===== src/rtl/mpath_arb.sv =====
// Multi-channel path arbiter: per-channel circular FIFOs with empty-FIFO bypass,
// merged onto one output by a round-robin arbiter (fixed priority when MPATH_ARB_PRIO_EN is defined).
module mpath_arb #(
  parameter int DWIDTH = 8,
  parameter int DEPTH  = 4,
  parameter int NCH    = 4
) (
  input  logic                     clk,
  input  logic                     rst_n,
  input  logic [NCH*DWIDTH-1:0]    data_i,
  input  logic [NCH-1:0]           valid_i,
  input  logic                     enable_i,
  input  logic [NCH-1:0]           flush_i,
  input  logic                     gnt_i,
  output logic                     req_o,
  output logic [DWIDTH-1:0]        data_o,
  output logic [$clog2(NCH)-1:0]   ch_o,
  output logic [NCH-1:0]           stall_o,
  output logic [NCH-1:0]           overflow_o,
  output logic                     underflow_o
);

  localparam int CWIDTH = $clog2(NCH);
  localparam int PW     = $clog2(DEPTH);
  localparam int NW     = $clog2(DEPTH + 1);

  logic [DWIDTH-1:0] mem_q    [NCH][DEPTH];
  logic [DWIDTH-1:0] mem_d    [NCH][DEPTH];
  logic [PW-1:0]     wr_ptr_q [NCH];
  logic [PW-1:0]     wr_ptr_d [NCH];
  logic [PW-1:0]     rd_ptr_q [NCH];
  logic [PW-1:0]     rd_ptr_d [NCH];
  logic [NW-1:0]     cnt_q    [NCH];
  logic [NW-1:0]     cnt_d    [NCH];

  logic [NCH-1:0]    empty, full, cand, pop, bypass, push, hit;
  logic [CWIDTH-1:0] sel;
  logic              grant;

`ifndef MPATH_ARB_PRIO_EN
  logic [CWIDTH-1:0] rr_q, rr_d;
`endif

  function automatic logic [PW-1:0] nxt_ptr(input logic [PW-1:0] p);
    return (p == PW'(DEPTH - 1)) ? '0 : p + 1'b1;
  endfunction

  always_comb begin
    for (int c = 0; c < NCH; c++) begin
      empty[c] = (cnt_q[c] == '0);
      full[c]  = (cnt_q[c] == NW'(DEPTH));
      cand[c]  = !flush_i[c] && (!empty[c] || (valid_i[c] && enable_i));
    end
  end

  // First candidate found scanning upward from the search origin, wrapping at NCH.
  always_comb begin : arb
    int                idx_i;
    logic              found;
    logic [CWIDTH-1:0] idx;
    sel   = '0;
    found = 1'b0;
    idx_i = 0;
    idx   = '0;
    for (int i = 0; i < NCH; i++) begin
`ifdef MPATH_ARB_PRIO_EN
      idx_i = i;
`else
      idx_i = int'(rr_q) + i;
      if (idx_i >= NCH) idx_i = idx_i - NCH;
`endif
      idx = CWIDTH'(idx_i);
      if (!found && cand[idx]) begin
        sel   = idx;
        found = 1'b1;
      end
    end
  end

  always_comb begin
    req_o       = |cand;
    grant       = gnt_i && req_o;
    ch_o        = req_o ? sel : '0;
    underflow_o = gnt_i && !req_o;
    data_o      = '0;
    if (req_o) begin
      data_o = empty[sel] ? data_i[int'(sel)*DWIDTH +: DWIDTH] : mem_q[sel][rd_ptr_q[sel]];
    end
    for (int c = 0; c < NCH; c++) begin
      hit[c]        = grant && (sel == CWIDTH'(c));
      pop[c]        = hit[c] && !empty[c];
      bypass[c]     = hit[c] && empty[c];
      push[c]       = valid_i[c] && enable_i && !flush_i[c] && !bypass[c] && (!full[c] || pop[c]);
      stall_o[c]    = !enable_i || (full[c] && !hit[c]);
      overflow_o[c] = valid_i[c] && enable_i && !flush_i[c] && full[c] && !pop[c];
    end
  end

  // Flush dominates; a flushed channel never wins arbitration, so pop is already 0 there.
  always_comb begin
    mem_d = mem_q;
    for (int c = 0; c < NCH; c++) begin
      wr_ptr_d[c] = wr_ptr_q[c];
      rd_ptr_d[c] = rd_ptr_q[c];
      cnt_d[c]    = cnt_q[c];
      if (flush_i[c]) begin
        wr_ptr_d[c] = '0;
        rd_ptr_d[c] = '0;
        cnt_d[c]    = '0;
      end else begin
        if (push[c]) begin
          mem_d[c][wr_ptr_q[c]] = data_i[c*DWIDTH +: DWIDTH];
          wr_ptr_d[c]           = nxt_ptr(wr_ptr_q[c]);
        end
        if (pop[c]) rd_ptr_d[c] = nxt_ptr(rd_ptr_q[c]);
        if (push[c] && !pop[c]) cnt_d[c] = cnt_q[c] + 1'b1;
        else if (pop[c] && !push[c]) cnt_d[c] = cnt_q[c] - 1'b1;
      end
    end
  end

`ifndef MPATH_ARB_PRIO_EN
  always_comb begin
    rr_d = rr_q;
    if (grant) rr_d = (sel == CWIDTH'(NCH - 1)) ? '0 : sel + 1'b1;
  end
`endif

  always_ff @(posedge clk or negedge rst_n) begin
    if (!rst_n) begin
      for (int c = 0; c < NCH; c++) begin
        wr_ptr_q[c] <= '0;
        rd_ptr_q[c] <= '0;
        cnt_q[c]    <= '0;
      end
`ifndef MPATH_ARB_PRIO_EN
      rr_q <= '0;
`endif
    end else begin
      for (int c = 0; c < NCH; c++) begin
        wr_ptr_q[c] <= wr_ptr_d[c];
        rd_ptr_q[c] <= rd_ptr_d[c];
        cnt_q[c]    <= cnt_d[c];
      end
`ifndef MPATH_ARB_PRIO_EN
      rr_q <= rr_d;
`endif
    end
  end

  // Storage carries no reset: validity is tracked entirely by the counts.
  always_ff @(posedge clk) begin
    mem_q <= mem_d;
  end

endmodule

===== config.mk =====
export PLATFORM = sky130hd
export DESIGN_NAME = mpath_arb
export DESIGN_NICKNAME = d
export VERILOG_FILES = /design/src/rtl/mpath_arb.sv
export SDC_FILE = /design/constraint.sdc
export NUM_CORES = 1
export LEC_CHECK = 0
export BUFFER_PORTS_ARGS = -buffer_cell sky130_fd_sc_hd__buf_2
export CORE_MARGIN = 4
export CORE_UTILIZATION = 54
export DETAILED_ROUTE_END_ITERATION = 8
export GPL_TIMING_DRIVEN = 0
export PLACE_DENSITY = 0.87
export SETUP_SLACK_MARGIN = 0.15
export SLEW_MARGIN = 10
export SYNTH_ARGS = -nofsm -noshare
export SYNTH_HDL_FRONTEND = slang
export SYNTH_SLANG_ARGS = --single-unit
export TNS_END_PERCENT = 30

===== constraint.sdc =====
create_clock -name clk -period 3.6 [get_ports clk]
set_clock_uncertainty 0.15 [all_clocks]
set_input_delay 0 -clock clk [delete_from_list [all_inputs] [get_ports clk]]
set_output_delay 0 -clock clk [all_outputs]
set_load 0.005 [all_outputs]

== Word level (Yosys, flattened, before mapping) ==
Cells that the tools add are included.
W data, S select, Z words.

* Flip-flop bits (word level): 158
* Input port bits: 44
* Output and inout bits: 20
* Logic and storage cells: 308

* Equal/unequal tests: 15
* Order comparisons: 19
* Reduce and logical (&&, ||, !) cells: 128
* Add/subtract/negate cells: 24
* Muxes and demuxes: 82
* Bitwise logic cells: 10
* Shift operators: 1

{| class="wikitable"
|+ Operators with widths
! cell !! number
|-
| $bwmux W32 || 4
|-
| $mux W2 || 36
|-
| $bmux W32 S2 || 1
|-
| $demux W8 S2 || 4
|-
| $mux W32 || 2
|-
| $mux W8 || 8
|-
| $logic_and A1 B1 Y1 || 61
|-
| $mux W3 || 12
|-
| $logic_not A1 Y1 || 33
|-
| $shiftx A32 B6 Y8 || 1
|-
| $ge A3 B3 Y1 const B || 9
|-
| $eq A2 B2 Y1 const B || 10
|-
| $add A2 B1 Y2 const B || 9
|-
| $not A2 Y3 || 6
|-
| $bmux W8 S2 || 1
|-
| $reduce_bool A2 Y1 || 8
|-
| $lt A2 B3 Y1 const B || 5
|-
| $add A3 B1 Y3 const B || 4
|-
| $eq A3 B3 Y1 const B || 4
|-
| $logic_not A3 Y1 || 4
|-
| $logic_or A1 B1 Y1 || 12
|-
| $lt A3 B1 Y1 const B || 4
|-
| $reduce_bool A3 Y1 || 4
|-
| $sub A3 B1 Y3 const B || 4
|-
| other kinds (12) || 33
|}

== Depth between registers and ports, before layout ==
Gate-level depths: netlist of the first run.

* Depth after elaboration: 27
* Gate-level depth with buffers: 16
* Gate-level depth less buffers: 13

== Worst setup path before layout of the first run ==
No wires, ideal clock.

* Kind: reg2reg
* Start point: register cnt_q[8] in the netlist's numbering
* End point: register mem_q[0] in the netlist's numbering (enable)
* Buffers on the path: 4
* Required time: 3.118 ns
* Cell stages (with the launch flop): 14
* Arrival time: 3.167 ns
* Period minus slack after synthesis: 3.649 ns
* Slack: -0.049 ns
* Library setup time: 0.332 ns
* Path through: dfrtp_1 > clkbuf_1 > a2111oi_4 > a311oi_1 > o211ai_2 > clkbuf_1 > buf_2 > buf_2 > inv_1 > ha_1 > o311ai_2 > xnor2_1 > a211oi_2 > and2_1

* Cells in the longest elaborated chain, start to end: 23
* Elaborated cells between the ends (all ways): 36
* Classes of those cells: 1 x eq/ne; 15 x mux; 20 x reduce/logical

{| class="wikitable"
|+ RTL lines
! item !! RTL line !! RTL
|-
| start: declaration || 33 || <nowiki>logic [NW-1:0] cnt_q [NCH];</nowiki>
|-
| start signal: indexed assignment || 143 || <nowiki>cnt_q[c] <= cnt_d[c];</nowiki>
|-
| $logic_not A3 Y1 (*) || 50 || <nowiki>empty[c] = (cnt_q[c] == '0);</nowiki>
|-
| $logic_not A1 Y1 (*) || 52 || <nowiki>cand[c] = !flush_i[c] && (!empty[c] || (valid_i[c] && enable_i));</nowiki>
|-
| $logic_or A1 B1 Y1 (*) || 52 ||
|-
| $logic_and A1 B1 Y1 (*) || 52 ||
|-
| $bmux W1 S2 || 73 || <nowiki>if (!found && cand[idx]) begin</nowiki>
|-
| $mux W1 (implied by the code) || 73 ||
|-
| $mux W1 || 73 ||
|-
| $logic_not A1 Y1 || 73 ||
|-
| [7 not listed] || n/a ||
|-
| $mux W2 || 73 ||
|-
| $eq A2 B2 Y1 || 90 || <nowiki>hit[c] = grant && (sel == CWIDTH'(c));</nowiki>
|-
| $logic_and A1 B1 Y1 (*) || 90 ||
|-
| $logic_and A1 B1 Y1 || 92 || <nowiki>bypass[c] = hit[c] && empty[c];</nowiki>
|-
| $logic_not A1 Y1 || 93 || <nowiki>push[c] = valid_i[c] && enable_i && !flush_i[c] && !bypass[c] && (!full[c] || pop[c]);</nowiki>
|-
| $logic_and A1 B1 Y1 || 93 ||
|-
| $logic_and A1 B1 Y1 (*) || 93 ||
|-
| $reduce_and A2 Y1 (no line) (*) || n/a ||
|-
| end signal: assignment || 153 || <nowiki>mem_q <= mem_d;</nowiki>
|-
| end: declaration || 27 || <nowiki>logic [DWIDTH-1:0] mem_q [NCH][DEPTH];</nowiki>
|}

Every way passes the cells marked *; elsewhere a longest branch is shown, timed or not. The select of a mux whose other input is x is not followed.
A chain may end at the register's enable or synchronous reset.

== Worst setup path in the final report of the first run ==
* Start point: register cnt_q[11] in the netlist's numbering
* End point: output data_o[6]

* Cells in the longest elaborated chain, start to end: 26
* Elaborated cells between the ends (all ways): 42
* Classes of those cells: 1 x shift; 28 x mux; 2 x bitwise; 11 x reduce/logical

{| class="wikitable"
|+ RTL lines
! item !! RTL line !! RTL
|-
| $logic_not A3 Y1 (*) || 50 ||
|-
| $logic_not A1 Y1 || 52 ||
|-
| $logic_or A1 B1 Y1 || 52 ||
|-
| $logic_and A1 B1 Y1 || 52 ||
|-
| $bmux W1 S2 || 73 ||
|-
| $mux W1 (implied by the code) || 73 ||
|-
| $mux W1 || 73 ||
|-
| $logic_not A1 Y1 || 73 ||
|-
| [8 not listed] || n/a ||
|-
| $not A2 Y3 (implied by the code) || 87 || <nowiki>data_o = empty[sel] ? data_i[int'(sel)*DWIDTH +: DWIDTH] : mem_q[sel][rd_ptr_q[sel]];</nowiki>
|-
| $bmux W2 S2 || 87 ||
|-
| $mux W2 (implied by the code) (2 in a row) || 87 ||
|-
| $not A2 Y3 (implied by the code) || 87 ||
|-
| $bmux W8 S2 || 87 ||
|-
| $mux W8 (implied by the code) (2 in a row) || 87 ||
|-
| $mux W8 || 87 ||
|-
| $mux W8 (*) || 86 || <nowiki>if (req_o) begin</nowiki>
|-
| end: declaration || 16 || <nowiki>output logic [DWIDTH-1:0] data_o,</nowiki>
|}

Marks and branches as above.

==> results of run 1 <==
==> layout make-up <==
class	count	share of cell area
clock inverter	13	0.0138
inverter	28	0.0121
buffer	38	0.0299
clock buffer	17	0.0418
multi-input combinational	465	0.323
sequential	158	0.452
tap	180	0.0222
timing repair buffer	142	0.105
==> cells in the mapped netlist (5+ instances only) <==
library cell  count
inv_1            26
o31ai_1           5
nor2_1           32
nand2_1         162
o211ai_2          8
a21oi_1           6
xnor2_1           6
o211ai_1          6
o21ai_1           8
ha_1             21
clkbuf_1         16
nor3_1           11
dfrtp_1          30
a31oi_1           8
buf_2            12
and2_1           16
a311oi_1         17
nand3_1          38
mux2i_1           8
o21ai_0          13
mux4_2            8
edfxtp_1        128
and3_1           26
==> through the flow <==
| stage | std cells | hold WS, ns | util | total power [uW] | TNS [ns] |
|---|---|---|---|---|---|
| 5_1_grt | 1041 | 0.0638 | 0.721 | 7890 | -0.184 |
| 3_5_place_dp | 932 | -0.0628 | 0.602 | 4940 | -17.20 |
| 6_report | 1041 | 0.0142 | 0.721 | 7580 | 0 |
| 2_1_floorplan | 689 | -0.446 | - | 4100 | 0 |
| 3_3_place_gp | 932 | -0.0648 | 0.602 | 4870 | -15.66 |
| 4_1_cts | 1018 | 0.00198 | 0.690 | 6940 | 0 |
==> sequential cells by signal, summed over array words and instances, names as in the netlist <==
| name | count |
|---|---|
| mem_q | 128 |
| wr_ptr_q | 8 |
| rr_q | 2 |
| rd_ptr_q | 8 |
| cnt_q | 12 |
==> repair_timing <==
action / 4_1_cts / 5_1_grt
gates resized for setup: 36 / 79
gates cloned: 0 / 1
hold buffers: 44 / 0
endpoints found under the setup margin: 48 / 145
pin swaps: 12 / 32
buffers inserted: 12 / 22
endpoints found under the hold margin: 173 / 0
==> power groups by stage <==
stage | logic (uW) | clock network [uW] | registers [uW]
floorplan | 1890 | 0 | 2210
global placement | 2640 | 0 | 2230
detailed placement | 2700 | 0 | 2230
CTS | 2990 | 1740 | 2200
global route | 3820 | 1840 | 2220
finish | 3620 | 1750 | 2210
==> logic make-up after synthesis <==
logic type               count (synthesis)  share of synthesized area
AND/OR/NAND/NOR                        310                      0.180
flip-flops                             158                      0.582
AO/OA/AOI/OAI                           98                      0.101
buffers and inverters                   66                     0.0393
adder cells (fa/ha/maj)                 25                     0.0435
multiplexers                            22                     0.0419
XOR/XNOR                                10                     0.0111
==> per-layer routing <==
metal | routed length, um | track usage
met2 | 11300 | 0.423
met1 | 7930 | 0.311
met5 | 0 | 0
met4 | 1230 | 0.167
met3 | 2160 | 0.0643
==> worst max-delay path by stage <==
stage | to | cells after the start | start | slack [ns]
finish | data_o[6] | 14 | cnt_q[11] | 0.07
global route | data_o[6] | 14 | cnt_q[11] | -0.15
CTS | cnt_q[11] | 14 | cnt_q[8] | 0.09
detailed placement | mem_q[22] | 13 | cnt_q[8] | -0.52
global placement | mem_q[22] | 13 | cnt_q[8] | -0.48
floorplan | mem_q[0] | 13 | cnt_q[11] | 0.14
==> flow_summary.toml, run 1 <==
[place]
pre_cts_slack_ns = -0.524
place.gp.congestion = 0.994
dpl_cell_area_um2 = 8480
place_hpwl_mm = 13.8
io_buffers = 63

[layout]
syn2layout_area_growth_pct = 28.9
layout_commonest_cell = "nand2_1"
fillers = 852
area.sequential_um2 = 4600
drive_above_1_share = 0.293
fin_nets = 919
final_cell_mix = "nand2_1 (160), edfxtp_1 (128), buf_2 (69), dlygate4sd3_1 (44), nand3_1 (36)"
finalInstanceArea_um2 = 10200
diodes = 0
multi_input_area_um2 = 3290

[timing]
finalHoldViolCount = 0
fin_crit_sh = 0.982
slew_headroom = 0.519
fmax_mhz = 283
tightest_slew_ns = 0.722
fin_ws_ns = 0.0653
finalMaxSlewViolations = 0
grt_setup_unrepaired = "yes"
setup_violations = 0
timing.final.crit_period_ns = 3.53

[setup_path]
crit_family = "compound AO/OA/AOI/OAI gates"
critPathSlowestCell = "a2111o_1"
critical_path_required_ns = 3.45
worst-setup-path-type = "register to output pin"
critPathLaunchType = "register"
critPathBufInv = 6
cp-end-kind = "output pin"
r2r-start = "cnt_q[11]"
r2r-end = "mem_q[17]"
cpMostUsedCell = "buf_6"
crit_chain = "buf_6, a2111o_1, a311oi_2, o211ai_4, buf_6, clkinv_8, mux2i_4, mux2i_2, buf_6, buf_6, a311oi_2, a31oi_1, o211ai_1, buf_2"
reg2regPathDepth = 14
max_stage_delay_ns = 0.43
path_max_fanout = 10
cp.arrival_ns = 3.38
r2r_slack_ns = 0.12

[synthesis]
synth-edff-count = 128
syn_avg_cell_area_um2 = 11.5
synth.distinct_cells = 69
synth_area_um2 = 7890
synth.yosys.seq_area_share = 0.582
syn-instance-count = 689
synth-async-reset-ratio = 0.190
synth_top_area_share = 0.487
synth_top_area_cell = "edfxtp_1"
synth_flop_cell = "edfxtp_1"
yosysWarnings = 0
syn_nets = 758
synth.area.top_cells = "edfxtp_1 (49%), dfrtp_1 (9.5%), nand2_1 (7.7%)"
yosys_register_bits = 158

[cts]
cts_made_buffers = 17
insertion_delay_ns = 0.43
cts_tree = "done"
clk_path_buf_depth = 2
clkSinkCount = 158
htree_levels = 4
clk_pin_slew_ns = 0.06
cts-root-buf = "clkbuf_16"

[power_and_ir_drop]
vdd_drop_max_mv = 0.479
power.share.clock = 0.231
leakage_uw = 0.00406
swShare = 0.386
power_switching_uw = 2930
p_per_area_nw_per_um2 = 746
power_frac_seq = 0.292
p_comb_frac = 0.477
internal-power_uw = 4650

[die]
die_h_um = 129
start_util = 0.560
core_um2 = 14100
dieWidth_um = 129
ios = 64
num_rows = 43
dieArea_um2 = 16600

[flow_run]
maxCapViolCount = 0

[global_route]
grt_pass1_vias = 6100
antenna_found_initial = 0
grt_usage = 0.261
grt_pass1_wl_mm = 32.2
grt_max_degree = 31
globalRouteOverflowTotal = 0

[outcome]
outcome = "finished clean"

[routing]
drc = 0
via_per_inst = 6.19
num_vias = 6444
totalWireLength_mm = 22.6
wl_per_cell_um = 21.8
drt_iter0_markers = 744
ant_nets = 0
first_pass_iters = 7

[worst_hold_path]
hold_path_class = "input port to async pin"
Note: power is estimated with default switching activity, not from simulation.
==> inputs of run 2 (changes only) <==
CORE_UTILIZATION = 29   (was 54)
PLACE_DENSITY = 0.57   (was 0.87)
==> flow_summary.toml, run 2 (same netlist as run 1, synthesis figures left out) <==
[outcome]
outcome = "finished clean"

[layout]
diodes = 0
drive_above_1_share = 0.269
reg.largest.list = "mem_q: 128 flops, cnt_q: 12 flops"
area.sequential_um2 = 4600
multi_input_area_um2 = 3180
final_cell_mix = "nand2_1 (161), edfxtp_1 (128), buf_2 (69), dlygate4sd3_1 (41), nand3_1 (38)"
syn2layout_area_growth_pct = 29.8
layout_commonest_cell = "nand2_1"
fillers = 2637
largest_register_ff_count = 128
fin_nets = 907
final_util = 0.381
top_register = "mem_q"

[cts]
cts-root-buf = "clkbuf_16"
clk_path_buf_depth = 2
cts_made_buffers = 17
htree_levels = 4
insertion_delay_ns = 0.43
clkSinkCount = 158
cts_tree = "done"
clk_pin_slew_ns = 0.06

[setup_path]
max_stage_delay_ns = 0.45
critPathSlowestCell = "a2111o_1"
critPathLaunchType = "register"
critical_path_required_ns = 3.58
critPathBufInv = 6
crit_chain = "a2111o_1, a32oi_2, o211ai_4, buf_4, clkbuf_16, buf_6, buf_12, inv_2, ha_4, o311ai_4, xnor2_1, a211oi_2, buf_4, and2_4"
worst-setup-path-type = "register to register"
cp.arrival_ns = 3.47
crit_family = "compound AO/OA/AOI/OAI gates"
cpMostUsedCell = "buf_4"
path_max_fanout = 10
cp-end-kind = "register"

[timing]
timing.final.crit_period_ns = 3.49
setup_violations = 0
finalMaxSlewViolations = 0
fin_crit_sh = 0.970
tightest_slew_ns = 0.721
finalHoldViolCount = 0
grt_setup_unrepaired = "yes"
hold_slack_ns = 0.00258
slew_headroom = 0.520
fmax_mhz = 286
tns_ns = 0

[worst_hold_path]
hold_path_class = "input port to async pin"

[routing]
drc = 0
via_per_inst = 5.07
num_vias = 6040
wl_per_cell_um = 20.4
drt_iter0_markers = 457
ant_nets = 0
totalWireLength_mm = 24.3
first_pass_iters = 5

[die]
die_h_um = 173
start_util = 0.294
ios = 64
core_um2 = 26900
dieWidth_um = 173
num_rows = 60
dieArea_um2 = 29900

[global_route]
globalRouteOverflowTotal = 0
grt_pass1_wl_mm = 36.4
antenna_found_initial = 0
grt_usage = 0.162
grt_pass1_vias = 6010
grt_max_degree = 31

[power_and_ir_drop]
leakage_uw = 0.00403
p_per_area_nw_per_um2 = 745
p_total_uw = 7630
vdd_drop_max_mv = 0.325

[place]
io_buffers = 63
place_hpwl_mm = 15.8
place.gp.congestion = 0.820

[flow_run]
maxCapViolCount = 0
==> run 2: per-layer routing <==
layer	wire (um)	vias up	GRT usage
met3	1430	45	0.0376
met1	10700	2975	0.214
met5	0	-	0
met2	11400	214	0.258
met4	774	0	0.0642
li1	-	2806	-
==> run 2: cell type report <==
| cell class | instances | share of cell area |
|---|---|---|
| buffer | 38 | 0.0370 |
| inverter | 28 | 0.0115 |
| clock inverter | 14 | 0.0163 |
| sequential | 158 | 0.449 |
| timing repair buffer | 130 | 0.0920 |
| multi-input combinational | 465 | 0.310 |
| clock buffer | 18 | 0.0419 |
| tap | 341 | 0.0417 |
==> run 2: path summary, 6_finish.rpt <==
check | from | to | slack (ns) | cells after the start
hold reg to reg | cnt_q[5] | cnt_q[5] | 0.39 | 1
max in group asynchronous | rst_n | cnt_q[3] | 2.79 | 2
setup / recovery | cnt_q[3] | mem_q[24] | 0.11 | 14
hold / removal | rst_n | cnt_q[2] | 0.003 | 2
setup reg to reg | cnt_q[3] | mem_q[24] | 0.11 | 14
min in group clk | flush_i[0] | cnt_q[9] | 0.05 | 3
==> run 2: what timing repair did <==
| action | 4_1_cts | 5_1_grt |
|---|---|---|
| buffers inserted | 21 | 3 |
| gates resized for setup | 74 | 34 |
| hold endpoints to repair | 175 | 0 |
| hold buffers | 41 | 0 |
| gates cloned | 2 | 0 |
| setup endpoints to repair | 145 | 146 |
| pin swaps | 14 | 6 |
==> run 2: power breakdown <==
| part | total, uW | switching, uW | internal, uW |
|---|---|---|---|
| clock network | 1870 | 775 | 1090 |
| registers | 2200 | 109 | 2090 |
| logic | 3570 | 2050 | 1510 |
| total | 7630 | 2940 | 4690 |
==> run 2: stage by stage <==
step | worst slack, ns | cell area [um2] | std cells
floorplan | 0.144 | 7940 | 689
global placement | -0.618 | 8680 | 1093
detailed placement | -0.663 | 8680 | 1093
CTS | 0.0284 | 10200 | 1189
global route | 0.00616 | 10200 | 1192
finish | 0.109 | 10200 | 1192
==> inputs of run 3 (changes only) <==
clock period = 3.15 ns   (was 3.6 ns; I/O delays follow)
==> flow_summary.toml, run 3 (same netlist as run 1, synthesis figures left out) <==
[cts]
clk_path_buf_depth = 2
htree_levels = 4
cts_tree = "done"
cts_made_buffers = 17
insertion_delay_ns = 0.43
cts-root-buf = "clkbuf_16"
clk_pin_slew_ns = 0.06
clkSinkCount = 158

[layout]
layout_commonest_cell = "nand2_1"
final_cell_mix = "nand2_1 (155), edfxtp_1 (128), buf_2 (64), dlygate4sd3_1 (41), buf_4 (37)"
largest_register_ff_count = 128
syn2layout_area_growth_pct = 37.0
top_register = "mem_q"
diodes = 0
reg.largest.list = "mem_q: 128 flops, cnt_q: 12 flops"
fin_nets = 931
drive_above_1_share = 0.338

[global_route]
grt_max_degree = 31
grt_pass1_vias = 6085
grt_pass1_wl_mm = 34.5
grt_usage = 0.149
antenna_found_initial = 0
globalRouteOverflowTotal = 0

[routing]
num_vias = 6048
wl_per_cell_um = 18.5
drt_iter0_markers = 484
first_pass_iters = 5
totalWireLength_mm = 22.5
drc = 0
via_per_inst = 4.97
ant_nets = 0

[timing]
tns_ns = -15.02
hold_slack_ns = 0.0271
finalHoldViolCount = 0
timing.final.crit_period_ns = 3.50
setup_violations = 82
fmax_mhz = 286
grt_setup_unrepaired = "yes"
tightest_slew_ns = 0.761
slew_headroom = 0.493
fin_crit_sh = 1.11
fin_ws_ns = -0.346
finalMaxSlewViolations = 0

[worst_hold_path]
hold_path_class = "input port to async pin"

[die]
die_h_um = 173
num_rows = 60
dieWidth_um = 173
dieArea_um2 = 29900
ios = 64
core_um2 = 26900
start_util = 0.294

[power_and_ir_drop]
leakage_uw = 0.00420
p_total_uw = 9140
p_per_area_nw_per_um2 = 845
vdd_drop_max_mv = 0.542

[setup_path]
critical_path_required_ns = 3.00
reg2regPathDepth = 15
cp-end-kind = "output pin"
critPathLaunchType = "register"
path_max_fanout = 7
r2r-end = "cnt_q[11]"
r2r-start = "cnt_q[7]"
cp.arrival_ns = 3.35
worst-setup-path-type = "register to output pin"
r2r_slack_ns = -0.28

[outcome]
violations = "setup timing"
outcome = "finished, violations left"

[place]
place.gp.congestion = 0.873
place_hpwl_mm = 15.6
io_buffers = 63

[flow_run]
maxCapViolCount = 0
run 3: cell type report:
class	count	area, um2
clock inverters	14	109
fillers	2533	16100
multi-input cells	465	3500
inverters	28	120
repair buffers	155	1240
well taps	341	427
plain buffers	37	375
clock buffers	18	429
flip-flops and latches	158	4600
run 3: layer usage:
layer  vias up  GRT usage  wire [um]
met3        29     0.0262       1140
met5         -          0          0
li1       2853          -          -
met1      2975      0.199       9840
met2       191      0.247      11000
met4         0     0.0479        503
run 3: how the worst max path moves through the flow:
stage | from | to
4_1_cts | cnt_q[10] | cnt_q[2]
5_1_grt | cnt_q[11] | data_o[0]
2_1_floorplan | cnt_q[11] | mem_q[0]
3_5_place_dp | cnt_q[8] | mem_q[22]
6_report | cnt_q[11] | data_o[0]
3_3_place_gp | cnt_q[8] | mem_q[22]
run 3: through the flow:
stage | cells | instance area (um2) | util | setup slack (ns)
2_1_floorplan | 689 | 7970 | - | -0.178
3_3_place_gp | 1093 | 8710 | 0.324 | -0.771
3_5_place_dp | 1093 | 8710 | 0.324 | -0.781
4_1_cts | 1199 | 10400 | 0.386 | -0.268
5_1_grt | 1216 | 10800 | 0.402 | -0.438
6_report | 1216 | 10800 | 0.402 | -0.346
run 3: worst max-delay path, stage by stage, from the launching register on:
cell and delay (ns):
dfrtp_1 0.37, buf_6 0.13, a2111o_1 0.41, a311oi_4 0.28, o211ai_4 0.14, buf_6 0.16, clkinv_8 0.07, mux2i_4 0.24
mux2i_4 0.10, buf_12 0.15, buf_6 0.13, a311oi_1 0.33, o21ai_2 0.12, o211ai_4 0.11, buf_2 0.15
run 3: power by group:
part	internal, uW	switching, uW
registers	2390	137
clock network	1020	889
logic	2200	2500
total	5610	3530
run 3: what timing repair did:
action                                 4_1_cts  5_1_grt
resized for setup                          112       65
hold buffers                                41        0
endpoints found under the hold margin      175        0
setup endpoints to repair                  157      159
buffers inserted                            30       17
pin swaps                                   36       42
gates cloned                                 4        0
